--- config.mk ---
export PLATFORM = sky130hd
export DESIGN_NAME = reset_sequencer
export DESIGN_NICKNAME = d
export VERILOG_FILES = /design/src/rtl/reset_sequencer_pkg.sv /design/src/rtl/reset_debounce.sv /design/src/rtl/reset_sequencer.sv
export SDC_FILE = /design/constraint.sdc
export NUM_CORES = 1
export LEC_CHECK = 0
export CORE_UTILIZATION = 52
export CTS_CLUSTER_DIAMETER = 50
export DETAILED_ROUTE_END_ITERATION = 10
export GPL_TIMING_DRIVEN = 0
export PLACE_DENSITY_LB_ADDON = 0.3
export SYNTH_ARGS = -nofsm -noshare
export SYNTH_HDL_FRONTEND = slang
export SYNTH_SLANG_ARGS = --single-unit
export TNS_END_PERCENT = 5
--- constraint.sdc ---
create_clock -name clk -period 2.1 [get_ports clk]
set_input_delay 0.525 -clock clk [delete_from_list [all_inputs] [get_ports clk]]
set_output_delay 0.525 -clock clk [all_outputs]
set_load 0.03 [all_outputs]
--- src/rtl/reset_sequencer_pkg.sv ---
// reset_sequencer_pkg
//   Shared definitions for the reset sequencer: FSM state encoding, the
//   width of the completed-sequence counter and a small constant helper.
//   Imported by reset_sequencer (and usable by any block that decodes its
//   state for debug).
package reset_sequencer_pkg;

  localparam int SEQ_COUNT_W = 8;
  localparam logic [SEQ_COUNT_W-1:0] SEQ_COUNT_MAX = '1;

  // HOLD: every stage in reset, waiting out the hold time.
  // RELEASE: stages leaving reset one by one, GAP cycles apart.
  // RUN: everything out of reset, sequence complete.
  typedef enum logic [1:0] {
    ST_HOLD    = 2'd0,
    ST_RELEASE = 2'd1,
    ST_RUN     = 2'd2
  } seq_state_t;

  function automatic int max2(input int a, input int b);
    return (a > b) ? a : b;
  endfunction

endpackage

--- src/rtl/reset_debounce.sv ---
// reset_debounce
//   Conditions a raw asynchronous push button for use as a restart request:
//   two-flop synchroniser, then a stability counter that only accepts a new
//   level once it has been seen for DEBOUNCE_CYCLES consecutive cycles, then
//   a one-cycle pulse on each accepted rising edge.
//   Only compiled when RESET_SEQUENCER_BUTTON_EN is defined.
// Ports
//   clk      in  system clock
//   reset_n  in  synchronous active-low reset
//   raw      in  asynchronous active-high button
//   clean    out debounced level
//   rise     out one-cycle pulse when clean goes 0 -> 1
`ifdef RESET_SEQUENCER_BUTTON_EN
module reset_debounce #(
  parameter int DEBOUNCE_CYCLES = 1000
) (
  input  logic clk,
  input  logic reset_n,
  input  logic raw,
  output logic clean,
  output logic rise
);

  localparam int CNT_W = $clog2(DEBOUNCE_CYCLES + 1);
  localparam logic [CNT_W-1:0] CNT_LAST = CNT_W'(DEBOUNCE_CYCLES - 1);

  logic             sync1_reg, sync2_reg;
  logic             clean_reg, clean_next;
  logic             rise_reg;
  logic [CNT_W-1:0] cnt_reg, cnt_next;

  // The counter only runs while the synchronised level disagrees with the
  // accepted one; any agreement (a glitch ending) starts the count over.
  always_comb begin
    clean_next = clean_reg;
    cnt_next   = '0;
    if (sync2_reg != clean_reg) begin
      if (cnt_reg == CNT_LAST) begin
        clean_next = sync2_reg;
      end else begin
        cnt_next = cnt_reg + 1'b1;
      end
    end
  end

  always_ff @(posedge clk) begin
    if (!reset_n) begin
      sync1_reg <= 1'b0;
      sync2_reg <= 1'b0;
      clean_reg <= 1'b0;
      cnt_reg   <= '0;
      rise_reg  <= 1'b0;
    end else begin
      sync1_reg <= raw;
      sync2_reg <= sync1_reg;
      clean_reg <= clean_next;
      cnt_reg   <= cnt_next;
      rise_reg  <= clean_next & ~clean_reg;
    end
  end

  assign clean = clean_reg;
  assign rise  = rise_reg;

endmodule
`endif

--- src/rtl/reset_sequencer.sv ---
// reset_sequencer
//   Takes the power-on reset (active-low reset_n) and releases STAGES
//   active-high stage resets in index order: all held for HOLD_CYCLES, then
//   one stage every GAP_CYCLES. A soft_req pulse (or, when the macro
//   RESET_SEQUENCER_BUTTON_EN is defined, a debounced button press) restarts
//   the whole sequence. All outputs are registered.
// Ports
//   clk          in   system clock
//   reset_n      in   synchronous active-low reset
//   soft_req     in   one-cycle restart request
//   button       in   raw push button (used only with RESET_SEQUENCER_BUTTON_EN)
//   stage_reset  out  per-stage active-high reset, released 0..STAGES-1
//   all_ready    out  every stage out of reset
//   busy         out  sequence holding or releasing
//   seq_count    out  completed sequences since reset_n, saturating
module reset_sequencer
  import reset_sequencer_pkg::*;
#(
  parameter int STAGES          = 3,
  parameter int HOLD_CYCLES     = 16,
  parameter int GAP_CYCLES      = 8,
  parameter int DEBOUNCE_CYCLES = 1000
) (
  input  logic                   clk,
  input  logic                   reset_n,
  input  logic                   soft_req,
  input  logic                   button,
  output logic [STAGES-1:0]      stage_reset,
  output logic                   all_ready,
  output logic                   busy,
  output logic [SEQ_COUNT_W-1:0] seq_count
);

  localparam int CNT_W = $clog2(max2(HOLD_CYCLES, GAP_CYCLES) + 1);
  localparam int IDX_W = $clog2(STAGES + 1);
  localparam logic [CNT_W-1:0] HOLD_LAST = CNT_W'(HOLD_CYCLES);
  localparam logic [CNT_W-1:0] GAP_LAST  = CNT_W'(GAP_CYCLES);
  localparam logic [IDX_W-1:0] IDX_DONE  = IDX_W'(STAGES);

  seq_state_t             state_reg, state_next;
  logic [CNT_W-1:0]       cnt_reg, cnt_next;
  logic [IDX_W-1:0]       idx_reg, idx_next;       // next stage to release
  logic [STAGES-1:0]      stage_reset_reg, stage_reset_next;
  logic                   all_ready_reg, all_ready_next;
  logic                   busy_reg, busy_next;
  logic [SEQ_COUNT_W-1:0] seq_count_reg, seq_count_next;

  logic                   restart_req;
  logic                   cnt_done;
  logic                   release_now;
  logic [STAGES-1:0]      release_mask;

`ifdef RESET_SEQUENCER_BUTTON_EN
  logic button_rise;
  logic unused_button_clean;

  reset_debounce #(
    .DEBOUNCE_CYCLES(DEBOUNCE_CYCLES)
  ) u_debounce (
    .clk     (clk),
    .reset_n (reset_n),
    .raw     (button),
    .clean   (unused_button_clean),
    .rise    (button_rise)
  );

  assign restart_req = soft_req | button_rise;
`else
  logic unused_button;
  localparam int unused_debounce_cycles = DEBOUNCE_CYCLES;

  assign unused_button = button;
  assign restart_req   = soft_req;
`endif

  assign cnt_done    = (state_reg == ST_HOLD) ? (cnt_reg == HOLD_LAST)
                                              : (cnt_reg == GAP_LAST);
  assign release_now = (state_reg != ST_RUN) && (idx_reg != IDX_DONE) &&
                       cnt_done && !restart_req;

  genvar gi;
  generate
    for (gi = 0; gi < STAGES; gi++) begin : g_release
      assign release_mask[gi] = release_now && (idx_reg == IDX_W'(gi));
    end
  endgenerate

  // The counter holds the number of edges elapsed in the current phase.
  // A restart edge is itself the first hold edge (exactly like the first
  // edge after reset_n rises, where the counter steps 0 -> 1), so a restart
  // loads 1 and both paths release stage 0 HOLD_CYCLES edges later.
  always_comb begin
    state_next       = state_reg;
    cnt_next         = cnt_reg;
    idx_next         = idx_reg;
    stage_reset_next = stage_reset_reg & ~release_mask;
    all_ready_next   = all_ready_reg;
    busy_next        = busy_reg;
    seq_count_next   = seq_count_reg;

    if (restart_req || (state_reg != ST_HOLD && state_reg != ST_RELEASE &&
                        state_reg != ST_RUN)) begin
      state_next       = ST_HOLD;
      cnt_next         = CNT_W'(1);
      idx_next         = '0;
      stage_reset_next = '1;
      all_ready_next   = 1'b0;
      busy_next        = 1'b1;
    end else if (state_reg != ST_RUN) begin
      if (idx_reg == IDX_DONE) begin
        // Last stage cleared on the previous edge.
        state_next     = ST_RUN;
        all_ready_next = 1'b1;
        busy_next      = 1'b0;
        if (seq_count_reg != SEQ_COUNT_MAX) begin
          seq_count_next = seq_count_reg + 1'b1;
        end
      end else if (cnt_done) begin
        state_next = ST_RELEASE;
        cnt_next   = CNT_W'(1);
        idx_next   = idx_reg + 1'b1;
      end else begin
        cnt_next = cnt_reg + 1'b1;
      end
    end
  end

  always_ff @(posedge clk) begin
    if (!reset_n) begin
      state_reg       <= ST_HOLD;
      cnt_reg         <= '0;
      idx_reg         <= '0;
      stage_reset_reg <= '1;
      all_ready_reg   <= 1'b0;
      busy_reg        <= 1'b1;
      seq_count_reg   <= '0;
    end else begin
      state_reg       <= state_next;
      cnt_reg         <= cnt_next;
      idx_reg         <= idx_next;
      stage_reset_reg <= stage_reset_next;
      all_ready_reg   <= all_ready_next;
      busy_reg        <= busy_next;
      seq_count_reg   <= seq_count_next;
    end
  end

  assign stage_reset = stage_reset_reg;
  assign all_ready   = all_ready_reg;
  assign busy        = busy_reg;
  assign seq_count   = seq_count_reg;

endmodule

==> impl_metrics.py, run 1 <==
metrics = {
    "die": {
        "io_pins": 17,
        "die_area_mm2": 0.00230,
        "core_area_mm2": 0.00198,
        "num_rows": 16,
        "die_h_um": 47.9,
        "start_util_pct": 55.4,
        "die_w_um": 47.9,
    },
    "critical_path": {
        "crit_path_start_kind": "input pin",
        "cp_max_fo": 10,
        "required_ns": 2.29,
        "reg2reg_from": "idx_reg[0]",
        "path_class": "in -> reg",
        "cp-end-kind": "flip-flop",
        "crit_path_start": "soft_req",
        "cp.arrival_ns": 2.18,
    },
    "min_path": {
        "hold_class": "reg -> reg",
        "worstHoldStart": "busy",
    },
    "cts": {
        "cts_buffer_depth": 2,
        "cts_hold_buffers": 0,
        "cts_tree": "yes",
        "clk_pin_slew_ns": 0.12,
        "cts_num_sinks": 22,
        "postCtsSetupBuffers": 0,
        "numCtsBuffers": 3,
        "root_buffer": "clkbuf_4",
        "worstSkewPairLatency_ns": 0.30,
        "h-tree-depth": 1,
    },
    "placed_design": {
        "dpl.hpwl_um": 1670,
        "dp_cells": 166,
        "gp_congestion": 0.865,
        "placed_area_mm2": 0.00127,
        "dp_slack_ns": -0.189,
        "io_buffers": 14,
    },
    "power_and_ir_drop": {
        "vdd_drop_max_mv": 0.447,
        "power_density_mw_per_mm2": 526,
        "power_w": 0.000689,
        "p_leak_nw": 0.485,
    },
    "sta": {
        "fin_crit_sh_pct": 94.8,
        "worstMarginPinSlew_ns": 0.642,
        "slew_headroom_pct": 56.8,
        "slew_violations": 0,
        "rsz0062_at_grt": "true",
        "post-route-min-period_ns": 1.99,
        "setup_slack_ns": 0.109,
        "finalSetupViolCount": 0,
        "finalHoldViolCount": 0,
        "fin_worst_skew_ns": 0.00175,
        "fmax_mhz": 502,
    },
    "synth": {
        "synthCells": 125,
        "synth-compound-area-share_pct": 22.2,
        "synth_top_family_by_area": "simple AND/OR/NAND/NOR gates",
        "synthTopCellsByArea": "dfxtp_1 40%, ha_1 8.0%, a21oi_1 6.4%, nor2_1 3.4%, nand3_1 3.2%",
        "syn-cell-area_mm2": 0.00110,
        "seq_area_frac_synth_pct": 40.1,
        "synthAdderAreaFrac_pct": 7.98,
        "synth-seq-cells": 22,
        "ys_warn_count": 0,
        "yosysTopAreaCell": "dfxtp_1",
        "synth.net_count": 136,
        "synth_xor_area_share_pct": 0.798,
        "synthMuxAreaShare_pct": 0,
        "synth_top_area_share_pct": 40.1,
        "syn_avg_cell_area_um2": 8.78,
        "ys_types": 36,
        "synthSimpleGateAreaFrac_pct": 26.1,
    },
    "final_layout": {
        "drive_gt1_share_pct": 6.99,
        "fin_area_mm2": 0.00131,
        "instances_no_fill": 170,
        "area_growth_pct": 19.4,
        "diodes": 0,
        "final_util_pct": 66.1,
        "final_common_cell": "dfxtp_1",
        "mostFrequentLayoutCells": "22 x dfxtp_1, 14 x a21oi_1, 14 x clkdlybuf4s50_1",
        "largest_reg_flops": 8,
        "nets": 155,
    },
    "global_route": {
        "grt_pass1_vias": 830,
        "grt_pass1_wl_um": 3790,
        "antenna_found_initial": 0,
        "grt_usage_pct": 23.5,
        "grt_max_degree": 13,
        "grt_overflow": 0,
    },
    "detailed_routing": {
        "vias": 997,
        "ant_nets": 0,
        "vias_per_cell": 5.86,
        "routed_wl_um": 2370,
        "dr.first_iter.drc_count": 37,
        "firstDrtPassIters": 4,
        "drcViolationCount": 0,
        "wl_per_cell_um": 13.9,
    },
    "flow_run": {
        "max-cap-violations": 0,
    },
    "status": {
        "outcome": "complete, no violations",
    },
}
[worst max-delay path: stages]
cell             delay (ns)
clkdlybuf4s50_1        0.50
a21oi_1                0.39
nand2_1                0.28
clkbuf_1               0.29
nor2_1                 0.14
a21oi_1                0.05
[kinds of logic after synthesis]
group / count (synthesis)
AO/OA/AOI/OAI: 36
XOR/XNOR: 1
adder cells (fa/ha/maj): 7
buffers and inverters: 8
flip-flops: 22
AND/OR/NAND/NOR: 51
[per-stage QoR]
step           TNS, ns  hold slack (ns)
6_report             0            0.471
5_1_grt        -0.0169            0.495
4_1_cts              0            0.475
3_5_place_dp     -2.04            0.446
3_3_place_gp     -1.41            0.437
2_1_floorplan        0            0.462
[cell usage after synthesis]
cell type	instances
o21ai_0	4
nand4_1	4
nor3_1	3
and4_2	1
a311oi_1	2
o21a_2	1
nor3b_1	4
nand3b_1	1
xor2_1	1
a31oi_1	2
nor4_1	2
ha_1	7
nand2_1	9
nand2b_1	1
nor2b_1	2
nor2_1	10
nor3_4	1
o211a_1	1
nand3_1	7
and3_1	2
a211oi_1	1
or3b_2	1
a21o_1	1
or4b_1	1
or2b_1	1
a21oi_1	14
and2_1	1
o2111a_1	1
clkbuf_1	2
inv_1	6
a311oi_2	1
o21a_1	1
dfxtp_1	22
o31ai_1	3
a211o_1	3
o211ai_1	1
[worst paths after layout]
path / slack, ns / end / cells past startpoint
min: 0.47 / busy / 1
min reg2reg: 0.47 / busy / 1
max: 0.11 / stage_reset[0] / 6
max reg2reg: 0.18 / seq_count[7] / 5
[power breakdown]
group          internal (W)  switching (W)
Combinational     0.0000116      0.0000254
Clock              0.000106       0.000123
Sequential         0.000420     0.00000292
[metal layers]
| layer | track usage, % | share of wire [%] | routed length (um) | up-vias |
|---|---|---|---|---|
| li1 | - | - | - | 503 |
| met1 | 34.9 | 49 | 1170 | 463 |
| met2 | 32.7 | 45 | 1070 | 29 |
| met3 | 4.53 | 4.9 | 116 | 2 |
| met4 | 10.0 | 0.51 | 12 | 0 |
| met5 | 0 | 0 | 0 | - |
[layout make-up]
type,instances,area (um^2)
fillers,156,672
multi-input cells,95,629
flip-flops and latches,22,440
repair buffers,14,140
clock buffers,4,36.3
well taps,27,33.8
inverters,6,22.5
plain buffers,2,7.51
[repair_timing]
item | 4_1_cts | 5_1_grt
setup endpoints to repair | 0 | 2
resized for setup | 0 | 1
endpoints found under the hold margin | 0 | 0
No activity file was read; power rests on OpenSTA's default activity.
==> run 2, diff against run 1 <==
--- a/config.mk
+++ b/config.mk
@@ -5,7 +5,9 @@
 export SDC_FILE = /design/constraint.sdc
 export NUM_CORES = 1
 export LEC_CHECK = 0
-export CORE_UTILIZATION = 52
+export ABC_AREA = 1
+export CORE_ASPECT_RATIO = 1.4
+export CORE_UTILIZATION = 55
 export CTS_CLUSTER_DIAMETER = 50
 export DETAILED_ROUTE_END_ITERATION = 10
 export GPL_TIMING_DRIVEN = 0
==> constraint.sdc (replaced) <==
create_clock -name clk -period 2.55 [get_ports clk]
set_input_delay 0.6375 -clock clk [delete_from_list [all_inputs] [get_ports clk]]
set_output_delay 0.6375 -clock clk [all_outputs]
set_load 0.03 [all_outputs]
==> run 2 against run 1 <==
Net effect: design area increased by 4.0%; global-route usage is 0.15 points lower; worst setup slack better by 0.30 ns; synthesized cell count rose by 31%; critical path depth shrank 5; highest routed layer unchanged.
==> impl_metrics.py, run 2 <==
metrics = {
    "synth": {
        "yosysTopAreaCell": "dfxtp_1",
        "synthCells": 164,
        "synth_common_cells": "48 x nand2_1, 22 x dfxtp_1, 20 x nor2_1",
        "async_flop_share_pct": 0,
        "syn-cell-area_mm2": 0.00116,
        "syn_avg_cell_area_um2": 7.10,
        "ys_warn_count": 0,
        "ys_types": 19,
        "synth.net_count": 175,
        "synth_flop_cell": "dfxtp_1",
        "synth-edff-count": 0,
        "synthTopCellsByArea": "dfxtp_1 38%, nand2_1 15%, ha_1 7.5%, nor2_1 6.5%, inv_1 5.5%",
        "yosysMostFrequentCell": "nand2_1",
        "seq_area_frac_synth_pct": 37.8,
        "synth_top_area_share_pct": 37.8,
        "synth-seq-cells": 22,
    },
    "sta": {
        "slew_violations": 0,
        "slew_headroom_pct": 79.1,
        "fin_worst_skew_ns": 0.00198,
        "finalSetupViolCount": 0,
        "fmax_mhz": 467,
        "worstMarginPinSlew_ns": 0.313,
        "post-route-min-period_ns": 2.14,
        "fin_crit_sh_pct": 84.0,
        "rsz0062_at_grt": "false",
        "setup_slack_ns": 0.409,
        "timing.hold.ws_ns": 0.458,
        "finalHoldViolCount": 0,
        "finalSetupTns_ns": 0,
    },
    "critical_path": {
        "cp.arrival_ns": 1.50,
        "path_cells": "clkdlybuf4s50_1",
        "crit_path_start": "seq_count[4]",
        "cp-end-kind": "output port",
        "required_ns": 1.91,
        "reg2regPathDepth": 8,
        "path_class": "reg -> out",
        "cpMaxStageDelayCell": "clkdlybuf4s50_1",
        "critPathMaxStageDelay_ns": 0.72,
        "worstReg2RegEnd": "seq_count[0]",
        "critPathTopFamily": "buffers and inverters",
        "cp_max_fo": 6,
        "ff2ff_setup_slack_ns": 1.05,
        "reg2reg_from": "seq_count[0]",
        "crit_path_start_kind": "flip-flop",
        "worst-path-buf-inv": 1,
    },
    "detailed_routing": {
        "vias_per_cell": 5.19,
        "wl_per_cell_um": 11.4,
        "firstDrtPassIters": 4,
        "ant_nets": 0,
        "routed_wl_um": 2320,
        "drcViolationCount": 0,
        "vias": 1053,
        "dr.first_iter.drc_count": 21,
    },
    "global_route": {
        "antenna_found_initial": 0,
        "grt_pass1_wl_um": 3880,
        "grt_overflow": 0,
        "grt_max_degree": 12,
        "grt_pass1_vias": 1001,
        "grt_usage_pct": 23.3,
    },
    "cts": {
        "clk_pin_slew_ns": 0.12,
        "cts-resized-gates": 0,
        "numCtsBuffers": 3,
        "postCtsSetupBuffers": 0,
        "worstSkewPairLatency_ns": 0.30,
        "cts_num_sinks": 22,
        "cts_buffer_depth": 2,
        "cts_tree": "yes",
        "root_buffer": "clkbuf_4",
        "h-tree-depth": 1,
        "cts_hold_buffers": 0,
    },
    "placed_design": {
        "io_buffers": 15,
        "dpl.hpwl_um": 1830,
        "dp_slack_ns": 0.459,
        "gp_congestion": 0.778,
    },
    "die": {
        "io_pins": 17,
        "start_util_pct": 59.0,
        "die_area_mm2": 0.00231,
        "core_area_mm2": 0.00197,
        "num_rows": 19,
        "die_h_um": 56.4,
        "die_w_um": 40.9,
    },
    "min_path": {
        "hold_path_depth": 2,
        "hold_class": "reg -> reg",
        "min_to": "stage_reset[2]",
        "worstHoldStart": "stage_reset[2]",
    },
    "final_layout": {
        "diodes": 0,
        "final_common_cell": "nand2_1",
        "area_growth_pct": 17.1,
        "drive_gt1_share_pct": 9.34,
        "mostFrequentLayoutCells": "48 x nand2_1, 22 x dfxtp_1, 20 x nor2_1",
        "largest_reg_flops": 8,
        "nets": 195,
        "nFillCells": 173,
    },
    "power_and_ir_drop": {
        "p_leak_nw": 0.564,
        "power_w": 0.000529,
        "vdd_drop_max_mv": 0.226,
        "power_density_mw_per_mm2": 388,
    },
    "status": {
        "outcome": "complete, no violations",
    },
    "flow_run": {
        "max-cap-violations": 0,
    },
}
[run 2: worst max path at each step]
stage / end / slack (ns) / depth (start not counted)
final: seq_count[4] / 0.41 / 1
after CTS: seq_count[4] / 0.43 / 1
after floorplan: seq_count[1] / 1.02 / 8
after global placement: cnt_reg[2] / 0.51 / 5
after global routing: seq_count[4] / 0.37 / 1
after detailed placement: idx_reg[0] / 0.46 / 5
[run 2: where the power goes]
part	total [W]	internal, W	switching [W]
registers	0.000348	0.000346	0.00000186
clock network	0.000157	0.0000550	0.000102
logic	0.0000240	0.00000858	0.0000154
total	0.000529	0.000409	0.000120
[run 2: cell type report]
cell class	instances	area [um^2]	area share [%]
multi-input combinational	123	647	47.5
tap	21	26.3	1.93
timing repair buffer	15	150	11.0
sequential	22	440	32.3
clock buffer	3	22.5	1.65
inverter	19	76.3	5.60
[run 2: routing by layer]
metal	up-vias	GRT usage, %	share of wire [%]
met2	13	41.3	53
met5	-	0	0
met3	2	2.37	2.3
met1	481	26.1	44
met4	0	8.57	0.77
li1	557	-	-
[run 2: cell families (layout without fill, tap and decap cells)]
logic type,Yosys count,after routing,share of synthesized area (%)
and+or+nand+nor,94,94,36.3
DFF,22,22,37.8
buffers and inverters,19,37,6.56
AOI/OAI and AO/OA,18,18,8.71
adders and majority gates,7,7,7.53
xor gates and xnor gates,4,4,3.01
[run 2: per-stage QoR]
step           cells  area [um^2]  util, %
3_3_place_gp     200         1340     67.9
4_1_cts          203         1360     69.1
6_report         203         1360     69.1
2_1_floorplan    164         1160        -
5_1_grt          203         1360     69.1
3_5_place_dp     200         1340     67.9
